===== src/rtl/load_store_unit.sv =====
// load_store_unit: RV32 load/store decode, alignment check, load extension, 2-entry result buffer.
// Rev 1.0
`default_nettype none

module load_store_unit #(
  parameter  int REG_ADDR_W     = 5,
  localparam int ADDR_W         = 32,
  localparam int WORD_W         = 32,
  localparam int MEM_COUNT_W    = 2,
  localparam int MEM_CODE_W     = 2,
  localparam logic [MEM_COUNT_W-1:0] MEM_COUNT_NONE = 2'd0,
  localparam logic [MEM_COUNT_W-1:0] MEM_COUNT_BYTE = 2'd1,
  localparam logic [MEM_COUNT_W-1:0] MEM_COUNT_HALF = 2'd2,
  localparam logic [MEM_COUNT_W-1:0] MEM_COUNT_WORD = 2'd3,
  localparam logic [MEM_CODE_W-1:0]  MEM_CODE_READ  = 2'd1,
  localparam logic [MEM_CODE_W-1:0]  MEM_CODE_WRITE = 2'd2
) (
  input  logic                   clk,
  input  logic                   aresetn,
  input  logic                   i_valid,
  output logic                   o_ready,
  input  logic                   i_is_load,
  input  logic                   i_is_store,
  input  logic [2:0]             i_funct3,
  input  logic [ADDR_W-1:0]      i_addr,
  input  logic [WORD_W-1:0]      i_wr_data,
  input  logic [REG_ADDR_W-1:0]  i_rd,
  output logic [ADDR_W-1:0]      o_req_addr,
  output logic [WORD_W-1:0]      o_req_wr_data,
  output logic [MEM_COUNT_W-1:0] o_req_count,
  output logic                   o_req_wr_en,
  input  logic [WORD_W-1:0]      i_res_rd_data,
  input  logic [MEM_CODE_W-1:0]  i_res_code,
  output logic                   o_valid,
  input  logic                   i_ready,
  output logic [REG_ADDR_W-1:0]  o_rd,
  output logic [WORD_W-1:0]      o_rd_data,
  output logic                   o_rd_wr_en,
  output logic [1:0]             o_exc
);

  typedef enum logic [1:0] {
    OP_ALU   = 2'd0,
    OP_LOAD  = 2'd1,
    OP_STORE = 2'd2
  } op_t;

  // ---------------- input decode ----------------
  logic                   acc;
  logic                   pop;
  op_t                    op_class;
  logic [MEM_COUNT_W-1:0] width;
  logic                   illegal;
  logic                   misaligned;
  logic [1:0]             exc_in;
  logic                   issue;

  always_comb begin
    op_class = OP_ALU;
    if (i_is_load)       op_class = OP_LOAD;
    else if (i_is_store) op_class = OP_STORE;

    case (i_funct3[1:0])
      2'b00:   width = MEM_COUNT_BYTE;
      2'b01:   width = MEM_COUNT_HALF;
      2'b10:   width = MEM_COUNT_WORD;
      default: width = MEM_COUNT_NONE;
    endcase

    // Stores have no unsigned variants, so funct3[2] is illegal for them.
    illegal = (op_class != OP_ALU) &&
              ((i_funct3 == 3'b011) || (i_funct3[2:1] == 2'b11) ||
               ((op_class == OP_STORE) && i_funct3[2]));
    misaligned = (op_class != OP_ALU) &&
                 (((width == MEM_COUNT_HALF) && i_addr[0]) ||
                  ((width == MEM_COUNT_WORD) && (i_addr[1:0] != 2'b00)));

    exc_in = 2'd0;
    if (illegal)         exc_in = 2'd2;
    else if (misaligned) exc_in = 2'd1;

    issue = acc && (op_class != OP_ALU) && (exc_in == 2'd0);
  end

  assign acc           = i_valid && o_ready;
  assign o_req_count   = issue ? width : MEM_COUNT_NONE;
  assign o_req_wr_en   = issue && (op_class == OP_STORE);
  assign o_req_addr    = acc ? i_addr : '0;
  assign o_req_wr_data = acc ? i_wr_data : '0;

  // ---------------- S1: waits one cycle for the memory response ----------------
  logic                  s1_valid;
  logic [REG_ADDR_W-1:0] s1_rd;
  logic [2:0]            s1_funct3;
  op_t                   s1_op;
  logic [1:0]            s1_exc;
  logic                  s1_issued;
  logic [ADDR_W-1:0]     s1_addr;

  always_ff @(posedge clk) begin
    if (!aresetn) begin
      s1_valid  <= 1'b0;
      s1_rd     <= '0;
      s1_funct3 <= '0;
      s1_op     <= OP_ALU;
      s1_exc    <= '0;
      s1_issued <= 1'b0;
      s1_addr   <= '0;
    end else begin
      s1_valid <= acc;
      if (acc) begin
        s1_rd     <= i_rd;
        s1_funct3 <= i_funct3;
        s1_op     <= op_class;
        s1_exc    <= exc_in;
        s1_issued <= issue;
        s1_addr   <= i_addr;
      end
    end
  end

  logic [MEM_CODE_W-1:0] expected_code;
  logic [1:0]            res_exc;
  logic [WORD_W-1:0]     load_ext;
  logic [WORD_W-1:0]     res_data;
  logic                  res_we;

  always_comb begin
    expected_code = (s1_op == OP_STORE) ? MEM_CODE_WRITE : MEM_CODE_READ;
    res_exc = s1_exc;
    if (s1_issued && (i_res_code != expected_code)) res_exc = 2'd3;

    case (s1_funct3)
      3'b000:  load_ext = {{24{i_res_rd_data[7]}}, i_res_rd_data[7:0]};
      3'b100:  load_ext = {24'd0, i_res_rd_data[7:0]};
      3'b001:  load_ext = {{16{i_res_rd_data[15]}}, i_res_rd_data[15:0]};
      3'b101:  load_ext = {16'd0, i_res_rd_data[15:0]};
      default: load_ext = i_res_rd_data;
    endcase

    res_data = '0;
    res_we   = 1'b0;
    if (res_exc == 2'd0) begin
      case (s1_op)
        OP_LOAD: begin
          res_data = load_ext;
          res_we   = 1'b1;
        end
        OP_ALU: begin
          res_data = WORD_W'(s1_addr);
          res_we   = 1'b1;
        end
        default: ;
      endcase
    end
  end

  // ---------------- 2-entry output buffer ----------------
  logic [REG_ADDR_W-1:0] buf_rd   [2];
  logic [WORD_W-1:0]     buf_data [2];
  logic                  buf_we   [2];
  logic [1:0]            buf_exc  [2];
  logic                  wr_ptr;
  logic                  rd_ptr;
  logic [1:0]            buf_count;
  logic [2:0]            occupancy;

  assign pop = o_valid && i_ready;

  always_ff @(posedge clk) begin
    if (!aresetn) begin
      wr_ptr    <= 1'b0;
      rd_ptr    <= 1'b0;
      buf_count <= 2'd0;
    end else begin
      if (s1_valid) wr_ptr <= ~wr_ptr;
      if (pop)      rd_ptr <= ~rd_ptr;
      buf_count <= buf_count + 2'(s1_valid) - 2'(pop);
    end
  end

  always_ff @(posedge clk) begin
    if (s1_valid) begin
      buf_rd[wr_ptr]   <= s1_rd;
      buf_data[wr_ptr] <= res_data;
      buf_we[wr_ptr]   <= res_we;
      buf_exc[wr_ptr]  <= res_exc;
    end
  end

  // Accept only if next cycle's S1 push still fits in the buffer.
  assign occupancy = 3'(buf_count) + 3'(s1_valid) - 3'(pop);
  assign o_ready   = aresetn && (occupancy <= 3'd1);

  assign o_valid    = (buf_count != 2'd0);
  assign o_rd       = o_valid ? buf_rd[rd_ptr]   : '0;
  assign o_rd_data  = o_valid ? buf_data[rd_ptr] : '0;
  assign o_rd_wr_en = o_valid && buf_we[rd_ptr];
  assign o_exc      = o_valid ? buf_exc[rd_ptr]  : 2'd0;

endmodule

`default_nettype wire


===== config.mk =====
export PLATFORM = sky130hd
export DESIGN_NAME = load_store_unit
export DESIGN_NICKNAME = d
export VERILOG_FILES = /design/src/rtl/load_store_unit.sv
export SDC_FILE = /design/constraint.sdc
export NUM_CORES = 1
export LEC_CHECK = 0
export ABC_AREA = 0
export CORE_MARGIN = 8
export CORE_UTILIZATION = 41
export CTS_CLUSTER_SIZE = 20
export DETAILED_ROUTE_END_ITERATION = 16
export GPL_TIMING_DRIVEN = 0
export PLACE_DENSITY = 0.73
export SYNTH_ARGS = -nofsm -noshare
export SYNTH_HDL_FRONTEND = slang
export SYNTH_SLANG_ARGS = --single-unit

===== constraint.sdc =====
create_clock -name clk -period 2.99 [get_ports clk]
set_input_delay 0.598 -clock clk [delete_from_list [all_inputs] [get_ports clk]]
set_output_delay 0.598 -clock clk [all_outputs]
set_load 0.02 [all_outputs]

==> flow_metrics.tcl <==
set metrics [dict create \
    critPathLaunch "buf_count[1]$_SDFF_PN0_" \
    start_util 0.4215 \
    crit_path_max_fanout 9 \
    tightest_slew_ns 0.7042 \
    path_clk_slew_ns 0.06 \
    power_density_nw_per_um2 867.1 \
    grt_max_degree 23 \
    fmax_mhz 274.6 \
    hold_viol 0 \
    seq_area_frac_synth 0.5323 \
    final.period_utilization 1.218 \
    cts_made_buffers 17 \
    grt_use_total 0.2155 \
    synth_edf_count 80 \
    place_area_um2 9046 \
    crit_family "adder cells" \
    nNetsFinal 1034 \
    routedWlPerCell_um 19.76 \
    fillers 1150 \
    r2r_start "buf_count[1]$_SDFF_PN0_" \
    design_area_um2 10470 \
    netlist_instances 637 \
    p_int_mw 5.688 \
    power.share.switching 0.3734 \
    seqPwrFrac 0.281 \
    p_leak_nw 4.039 \
    synth_cell_types 48 \
    ir_worst_vdd_mv 0.5569 \
    hpwl_mm 16.69 \
    endpoint_kind "output pin" \
    ys_warn_count 0 \
    post-place-ws_ns -1.670 \
    port_buffers 219 \
    violations "setup timing" \
    cts_tree "built" \
    antenna_found_initial 0 \
    num_antenna_cells 0 \
    fp.coreArea_um2 15260 \
    synth_nets 756 \
    setup_slack_ns -0.6523 \
    grt_pass1_wl_mm 33.25 \
    maxCapViolCount 0 \
    cts_htree_levels 4 \
    die_h_um 141.2 \
    clockRootBuffer "clkbuf_16" \
    gp_congestion 0.8782 \
    vias_per_cell 5.234 \
    drc_errors 0 \
    p_switching_mw 3.389 \
    vias 5961 \
    max_slew_margin 0.5295 \
    skew_ns 0.009090 \
    drt_iter0_markers 311 \
    rows 45 \
    rsz0062_at_grt "yes" \
    max_stage_delay_ns 0.54 \
    ant_nets 0 \
    synth_seq_cells 131 \
    drive_gt1_frac 0.3125 \
    setup.worst_path.class "reg -> out" \
    status "complete, but fails checks" \
    syn_to_final_growth_pct 62.76 \
    finalSetupTns_ns -35.83 \
    register_area_um2 3431 \
    drv_slew 0 \
    dieArea_um2 19950 \
    start_kind "flop" \
    ys.flop_type "edfxtp_1" \
    avgSynthCellArea_um2 10.10 \
    ios 221 \
    critPathArrivalTime_ns 3.04 \
    path_buf_inv 8 \
    slowest_stage "fa_2" \
    multiInputGateArea_um2 3023 \
    grt_pass1_vias 6251 \
    async_flop_share 0 \
    cts_sinks 131 \
    hold_path.class "reg -> reg" \
    min_from "s1_rd[0]$_SDFFE_PN0N_" \
    clk_path_buf_depth 2 \
    combPwrFrac 0.479 \
    dr.pass1.iters 6 \
    cp.required_ns 2.39 \
    die_x_um 141.2 \
    whs_ns 0.4531 \
    synth_area_um2 6431 \
    clock_latency_ns 0.42 \
    routed_wl_mm 22.50 \
    finalSetupViolations 69 \
    fin_crit_ns 3.642 \
    crit_chain "o21ai_4, inv_2, ha_4, inv_2, ha_4, fa_2, and3b_1, buf_6, buf_4, buf_8, buf_4, nand3_4, inv_2, buf_4" \
    clkPwrFrac 0.240 \
    grt_overflow 0 \
]
[stage by stage]
step                  util  std cells  total power, mW
floorplan                -        637            4.706
global placement    0.5887       1067            6.099
detailed placement  0.5929       1069            6.228
CTS                 0.6585       1121            8.719
global route        0.6860       1139            9.500
finish              0.6860       1139            9.077
[cells in the mapped netlist, types with 12 or more instances]
cell | n | area [um2]
inv_1 | 41 | 153.9
a21o_1 | 12 | 90.09
dfxtp_1 | 51 | 1021
nand3_1 | 57 | 285.3
and3_1 | 32 | 200.2
buf_2 | 21 | 105.1
a21oi_1 | 43 | 215.2
mux2i_1 | 48 | 480.5
clkbuf_1 | 31 | 116.4
o21ai_0 | 52 | 260.3
nand2b_1 | 17 | 106.4
a211oi_1 | 12 | 90.09
edfxtp_1 | 80 | 2402
nor2_1 | 56 | 210.2
[metal layers]
| layer | global-route usage | up-vias | part of all wire |
|---|---|---|---|
| li1 | - | 2830 | - |
| met1 | 0.2362 | 2840 | 0.38 |
| met2 | 0.3858 | 255 | 0.52 |
| met3 | 0.06718 | 36 | 0.079 |
| met4 | 0.07523 | 0 | 0.022 |
| met5 | 0 | - | 0 |
[cell usage in the layout (no fill, tap or decap), drive strengths merged, types with 3 or more instances in the layout]
| cell | n |
|---|---|
| clkdlybuf4s50 | 150 |
| buf | 130 |
| edfxtp | 80 |
| nand3 | 57 |
| nor2 | 56 |
| clkbuf | 53 |
| o21ai | 52 |
| dfxtp | 51 |
| mux2i | 48 |
| a21oi | 43 |
| inv | 43 |
| and3 | 32 |
| nor3 | 18 |
| nand2b | 17 |
| a21o | 12 |
| a211oi | 12 |
| clkdlybuf4s15 | 9 |
| a31o | 8 |
| ha | 6 |
| or2 | 4 |
| nand2 | 4 |
| a311oi | 4 |
| and2 | 4 |
| clkinvlp | 3 |
| clkinv | 3 |
[sequential cells by signal, indices dropped and copies added (netlist names), named ones only]
| name | flops |
|---|---|
| s1_valid | 1 |
| s1_rd | 5 |
| rd_ptr | 1 |
| s1_exc | 2 |
| s1_issued | 1 |
| buf_rd | 10 |
| buf_exc | 4 |
| s1_addr | 32 |
| s1_funct3 | 3 |
| buf_we | 2 |
| wr_ptr | 1 |
| buf_data | 64 |
| buf_count | 2 |
| s1_op | 2 |
[area by class of cell]
cell class,instances,share of cell area
sequential,131,0.3278
multi-input combinational,404,0.2888
timing repair buffer,261,0.2478
clock buffer,23,0.04984
buffer,58,0.03466
tap,211,0.02522
inverter,42,0.01506
clock inverter,9,0.01088
[final timing paths]
path                                               end  slack (ns)  cells past startpoint
worst min-delay path            buf_rd[0][0]$_DFFE_PP_        0.45                      0
worst min register to register  buf_rd[0][0]$_DFFE_PP_        0.45                      0
worst max register to register   s1_op[1]$_SDFFE_PN0N_       -0.35                     19
worst max-delay path                    o_req_addr[23]       -0.65                     14
[power by group through the flow]
| stage | logic, mW | registers, mW | clock network, mW |
|---|---|---|---|
| global placement | 3.53 | 2.57 | 0 |
| finish | 4.34 | 2.55 | 2.18 |
| global route | 4.64 | 2.59 | 2.27 |
| floorplan | 2.18 | 2.53 | 0 |
| detailed placement | 3.65 | 2.58 | 0 |
| CTS | 3.99 | 2.55 | 2.18 |
[cells by family (layout without fill, tap and decap cells)]
group                    Yosys count  in the layout  synth area share
AND/OR/NAND/NOR                  205            205            0.1720
AO/OA/AOI/OAI                    139            139            0.1278
flip-flops                       131            131            0.5323
buffers and inverters            102            393           0.06887
multiplexers                      49             49           0.07646
adder cells (fa/ha/maj)            7              7           0.01479
XOR/XNOR                           4              4          0.007784
[timing repair]
item | in CTS | in global routing
resized for setup | 388 | 80
endpoints found under the hold margin | 0 | 0
pin swaps | 7 | 6
hold buffers | 0 | 0
setup endpoints to repair | 130 | 81
cloned | 2 | 2
setup buffers | 20 | 16
Power figures use the tool's default switching activity.
